File: src/rtl/coefficient_controller.sv
// Control FSM for the linear-regression datapath: counts samples, strobes accumulators, then sequences mean/B1/B0 loads.
// Latency: done at L+3*(SETTLE+1)+1 after the last accept; backpressure: in_ready only in ACCUM, one accept per cycle.
module coefficient_controller #(
   parameter int MAX_SAMPLES = 255,
   parameter int SETTLE      = 0
) (
   input  logic       clk,
   input  logic       rst,
   input  logic       start,
   input  logic       in_valid,
   input  logic       in_last,
   output logic       in_ready,
   output logic       ld0xy,
   output logic       ld0x2,
   output logic       ld0x,
   output logic       ld0y,
   output logic       ldxy,
   output logic       ldx2,
   output logic       ldx,
   output logic       ldy,
   output logic       ld1cnt,
   output logic       inccnt,
   output logic       ldxbar,
   output logic       ldybar,
   output logic       ldB1,
   output logic       ldB0,
   output logic       busy,
   output logic       done,
   output logic       truncated,
   output logic [7:0] sample_cnt
);

   typedef enum logic [2:0] {
      IDLE,
      CLEAR,
      ACCUM,
      MEAN,
      SLOPE,
      INTERCEPT,
      DONE
   } state_t;

   localparam logic [7:0] LAST_IDX = 8'(MAX_SAMPLES - 1);
   localparam logic [3:0] SETTLE_W = 4'(SETTLE);

   state_t     state;
   state_t     state_nxt;
   logic [3:0] wait_cnt;
   logic       accept;
   logic       settled;
   logic       at_limit;

   assign accept   = in_ready & in_valid;
   assign settled  = (wait_cnt == SETTLE_W);
   assign at_limit = (sample_cnt == LAST_IDX);

   always_comb begin
      state_nxt = state;
      in_ready  = 1'b0;
      ld0xy     = 1'b0;
      ld0x2     = 1'b0;
      ld0x      = 1'b0;
      ld0y      = 1'b0;
      ldxy      = 1'b0;
      ldx2      = 1'b0;
      ldx       = 1'b0;
      ldy       = 1'b0;
      ld1cnt    = 1'b0;
      inccnt    = 1'b0;
      ldxbar    = 1'b0;
      ldybar    = 1'b0;
      ldB1      = 1'b0;
      ldB0      = 1'b0;
      busy      = (state != IDLE);
      done      = 1'b0;
      case (state)
         IDLE: begin
            if (start) state_nxt = CLEAR;
         end
         CLEAR: begin
            ld0xy     = 1'b1;
            ld0x2     = 1'b1;
            ld0x      = 1'b1;
            ld0y      = 1'b1;
            ld1cnt    = 1'b1;
            state_nxt = ACCUM;
         end
         ACCUM: begin
            in_ready = 1'b1;
            ldxy     = in_valid;
            ldx2     = in_valid;
            ldx      = in_valid;
            ldy      = in_valid;
            // n was preset to 1 by CLEAR, so the first sample must not bump it
            inccnt   = in_valid & (sample_cnt != 8'd0);
            if (in_valid && (in_last || at_limit)) state_nxt = MEAN;
         end
         MEAN: begin
            if (settled) begin
               ldxbar    = 1'b1;
               ldybar    = 1'b1;
               state_nxt = SLOPE;
            end
         end
         SLOPE: begin
            if (settled) begin
               ldB1      = 1'b1;
               state_nxt = INTERCEPT;
            end
         end
         INTERCEPT: begin
            if (settled) begin
               ldB0      = 1'b1;
               state_nxt = DONE;
            end
         end
         DONE: begin
            done      = 1'b1;
            state_nxt = IDLE;
         end
         default: state_nxt = IDLE;
      endcase
   end

   always_ff @(posedge clk or negedge rst) begin
      if (!rst) begin
         state      <= IDLE;
         wait_cnt   <= 4'd0;
         sample_cnt <= 8'd0;
         truncated  <= 1'b0;
      end else begin
         state <= state_nxt;
         if (state_nxt != state)
            wait_cnt <= 4'd0;
         else if (state == MEAN || state == SLOPE || state == INTERCEPT)
            wait_cnt <= wait_cnt + 4'd1;

         if (state == IDLE && start)
            sample_cnt <= 8'd0;
         else if (accept)
            sample_cnt <= sample_cnt + 8'd1;

         if (state == IDLE && start)
            truncated <= 1'b0;
         else if (accept && at_limit && !in_last)
            truncated <= 1'b1;
      end
   end

endmodule
File: config.mk
export PLATFORM = sky130hd
export DESIGN_NAME = coefficient_controller
export DESIGN_NICKNAME = d
export VERILOG_FILES = /design/src/rtl/coefficient_controller.sv
export SDC_FILE = /design/constraint.sdc
export NUM_CORES = 1
export LEC_CHECK = 0
export CELL_PAD_IN_SITES_DETAIL_PLACEMENT = 2
export CELL_PAD_IN_SITES_GLOBAL_PLACEMENT = 2
export CORE_MARGIN = 2
export CORE_UTILIZATION = 29
export DETAILED_ROUTE_END_ITERATION = 10
export PLACE_DENSITY_LB_ADDON = 0.1
export SETUP_SLACK_MARGIN = 0.3
export SLEW_MARGIN = 30
export SYNTH_ARGS = -nofsm -noshare
export SYNTH_HDL_FRONTEND = slang
export SYNTH_SLANG_ARGS = --single-unit
File: constraint.sdc
create_clock -name clk -period 3.65 [get_ports clk]
set_input_delay 0.73 -clock clk [delete_from_list [all_inputs] [get_ports clk]]
set_output_delay 0.73 -clock clk [all_outputs]
set_load 0.05 [all_outputs]
==> results_dict.tcl <==
set metrics [dict create \
    run_status "finished clean" \
    crit_fanout 7 \
    irDropWorstVdd_mv 0.199 \
    syn_avg_cell_area_um2 9.18 \
    drt_drc_violations_left 0 \
    cp_slowest_stage_delay_ns 0.81 \
    arrival_time_at_the_worst_endpoint_ns 2.29 \
    end_kind "output pin" \
    numCtsBuffers 3 \
    synth_largest_type_area_fraction 0.376 \
    clock_latency_ns 0.26 \
    period_share 0.827 \
    yosys_most_used_dff "sky130_fd_sc_hd__dfrtp_1" \
    routed_wl_um 2670 \
    clk_root_buffer_cell "sky130_fd_sc_hd__clkbuf_8" \
    m1WireLength_um 1220 \
    port-buffer-count 30 \
    clock_sinks 16 \
    largest_family_of_logic_cells_by_synthesized_area "simple AND/OR/NAND/NOR gates" \
    top_signal_layer_used "met4" \
    fillerInstances 423 \
    worstHoldPathType "flop to flop" \
    synth_adder_area_share 0.0588 \
    design.die.area_um2 4170 \
    grt_antenna_before_repair 0 \
    grt_start_max_net_pins 17 \
    area.growth.synth_to_final_pct 29.8 \
    static-leakage-power_nw 0.590 \
    total_nets_final 148 \
    clkSlewWorstSetupHoldPaths_ns 0.07 \
    netlist_instances 116 \
    via_density 4.86 \
    core_area_um2 3610 \
    timing.max_cap.violations 0 \
    worst-r2r-setup-slack_ns 1.79 \
    detailroute.wirelength.met3_um 110 \
    maximum_clock_insertion_buffer_count 2 \
    depth_of_the_worst_hold_timing_path 1 \
    detailedRoute.firstIterationViolations 25 \
    fin_tns_setup_ns 0 \
    setup_viol 0 \
    die_h_um 64.6 \
    cts-htree-levels 1 \
    cts_tree "built" \
    rows 22 \
    netlist_area_um2 1060 \
    num_vias 899 \
    fin_worst_skew_ns 0.00243 \
    first_pass_grt_wire_length_um 4690 \
    synthXorXnorAreaFrac 0.0823 \
    timing.final.hold_violations 0 \
    async_flop_share 1.00 \
    cellPowerDensity_nw_per_um2 881 \
    initial_utilization 0.295 \
    grt_util_overall 0.147 \
    r2r.worst_path.cells 6 \
    timing.setup.critical_path_class "input port to output pin" \
    number_of_gates_given_a_new_drive_strength_after_cts 0 \
    detailed_routing_iterations_pass_1 2 \
    synth.yosys.warnings 0 \
    critical_path.reg2reg.startpoint "wait_cnt[0]" \
    synth-edff-count 0 \
    pin_count 31 \
    globalplace.congestion 0.719 \
    synthesis.nets 126 \
    drtAntennaViolNets 0 \
    netlist-cell-type-count 35 \
    hold_end "truncated" \
    dp.final_hpwl_um 2040 \
    synth_mux_area_frac 0 \
    cts_post_setup_buffers_inserted 0 \
    postSynthRegisterBits 16 \
    holdWs_ns 0.548 \
    critical-path-slowest-cell "sky130_fd_sc_hd__clkdlybuf4s50_1" \
    worstReg2RegEnd "state[0]" \
    synth_area_leader_cell "sky130_fd_sc_hd__dfrtp_1" \
    grt_overflow 0 \
    fmax_achieved_ghz 0.331 \
    synth-compound-area-share 0.0964 \
    unrepaired_setup_endpoints_after_global_routing "false" \
    ctsHoldBuffers 0 \
    crit_path_start_kind "input port" \
    slew_headroom 0.514 \
    timing.hold.worst.start "truncated" \
    post_synth_and_or_nand_nor_area_fraction 0.269 \
    number_of_global_route_vias_before_repair 949 \
    slew_violations 0 \
    ff_latch_area_um2 400 \
    met2RoutedLength_um 1300 \
    cp_data_required_time_ns 2.92 \
    seq_area_frac_synth 0.376 \
    die_x_um 64.6 \
    multi_input_area_um2 539 \
    route.detailed.wl_per_inst_um 14.4 \
    largest_cells_by_area_after_synthesis "sky130_fd_sc_hd__dfrtp_1, sky130_fd_sc_hd__ha_1, sky130_fd_sc_hd__buf_4, sky130_fd_sc_hd__nor2_1, sky130_fd_sc_hd__xor2_1" \
    series_of_cell_instances_along_the_critical_path "clkdlybuf4s50_1 -> nand2_4 -> a21oi_1 -> clkdlybuf4s50_1" \
    cp_common_cell "sky130_fd_sc_hd__clkdlybuf4s50_1" \
    worst_slew_pin_slew_ns 0.727 \
    finalCriticalPeriod_ns 3.02 \
    antenna_cells 0 \
    layout-drive-gt1-share 0.0730 \
]
-- per-stage QoR --
step,util,total power [mW],cell area [um2],worst slack [ns],cells
after floorplan,-,0.894,1060,0.625,116
after global placement,0.368,1.05,1330,0.627,181
after detailed placement,0.368,1.07,1330,0.623,181
after CTS,0.383,1.24,1380,0.621,185
after global routing,0.383,1.30,1380,0.460,185
final,0.383,1.22,1380,0.632,185
-- state kept, by name (all words and copies together), names as in the netlist --
name	count
state	3
wait_cnt	4
sample_cnt	8
truncated	1
-- layout by cell type (no fill, tap or decap), types with 2 or more instances in the layout --
cell type / instances
sky130_fd_sc_hd__a21oi_1: 5
sky130_fd_sc_hd__and2_1: 2
sky130_fd_sc_hd__clkbuf_8: 4
sky130_fd_sc_hd__clkdlybuf4s50_1: 30
sky130_fd_sc_hd__dfrtp_1: 16
sky130_fd_sc_hd__ha_1: 5
sky130_fd_sc_hd__inv_1: 5
sky130_fd_sc_hd__nand2_1: 9
sky130_fd_sc_hd__nand2b_1: 2
sky130_fd_sc_hd__nand3_1: 6
sky130_fd_sc_hd__nand4_1: 2
sky130_fd_sc_hd__nor2_1: 15
sky130_fd_sc_hd__nor3_1: 4
sky130_fd_sc_hd__nor3b_1: 2
sky130_fd_sc_hd__o21ai_0: 3
sky130_fd_sc_hd__xnor2_1: 4
sky130_fd_sc_hd__xor2_1: 6
-- logic make-up (layout without fill, tap and decap cells) --
kind of cell	Yosys count	count (layout)
and+or+nand+nor	51	51
buffers and inverters	19	40
xor gates and xnor gates	10	10
AOI/OAI and AO/OA	15	15
DFF	16	16
adders and majority gates	5	5
-- report_power, final --
group / total, mW / switching [mW] / internal (mW)
sequential: 0.290 / 0.0771 / 0.213
clock: 0.164 / 0.0684 / 0.0959
combinational: 0.763 / 0.505 / 0.258
total: 1.22 / 0.650 / 0.567
-- per-layer routing --
metal / global-route usage / vias to the layer above
met4: 0.0559 / 0
met1: 0.199 / 448
met2: 0.234 / 21
met5: 0 / -
met3: 0.0260 / 3
li1: - / 427
-- worst max path at each step --
| stage | from | end | slack (ns) |
|---|---|---|---|
| 2_1_floorplan | state[1] | ld0x2 | 0.63 |
| 3_3_place_gp | in_valid | inccnt | 0.63 |
| 3_5_place_dp | in_valid | inccnt | 0.62 |
| 4_1_cts | in_valid | inccnt | 0.62 |
| 5_1_grt | state[0] | ld0xy | 0.46 |
| 6_report | in_valid | inccnt | 0.63 |
-- synth_stat cells, drive strengths merged, types with 2 or more instances --
library cell	number
nand4	3
ha	5
xor2	6
nand3	6
nand2	10
and2	2
nor2	15
o21ai	3
buf	13
xnor2	4
inv	6
nor3b	3
nand2b	2
a21oi	5
nor3	4
dfrtp	16
-- layout make-up --
type / count / share of cell area
multi-input combinational: 81 / 0.390
sequential: 16 / 0.290
timing repair buffer: 30 / 0.217
tap: 48 / 0.0434
clock buffer: 4 / 0.0398
inverter: 6 / 0.0199
-- critical path, delay by kind of cell --
family                 cells  cell delay, ns
buffers and inverters      2            1.31
AND/OR/NAND/NOR            1            0.11
AO/OA/AOI/OAI              1            0.13
Note: power is estimated with default switching activity, not from simulation.
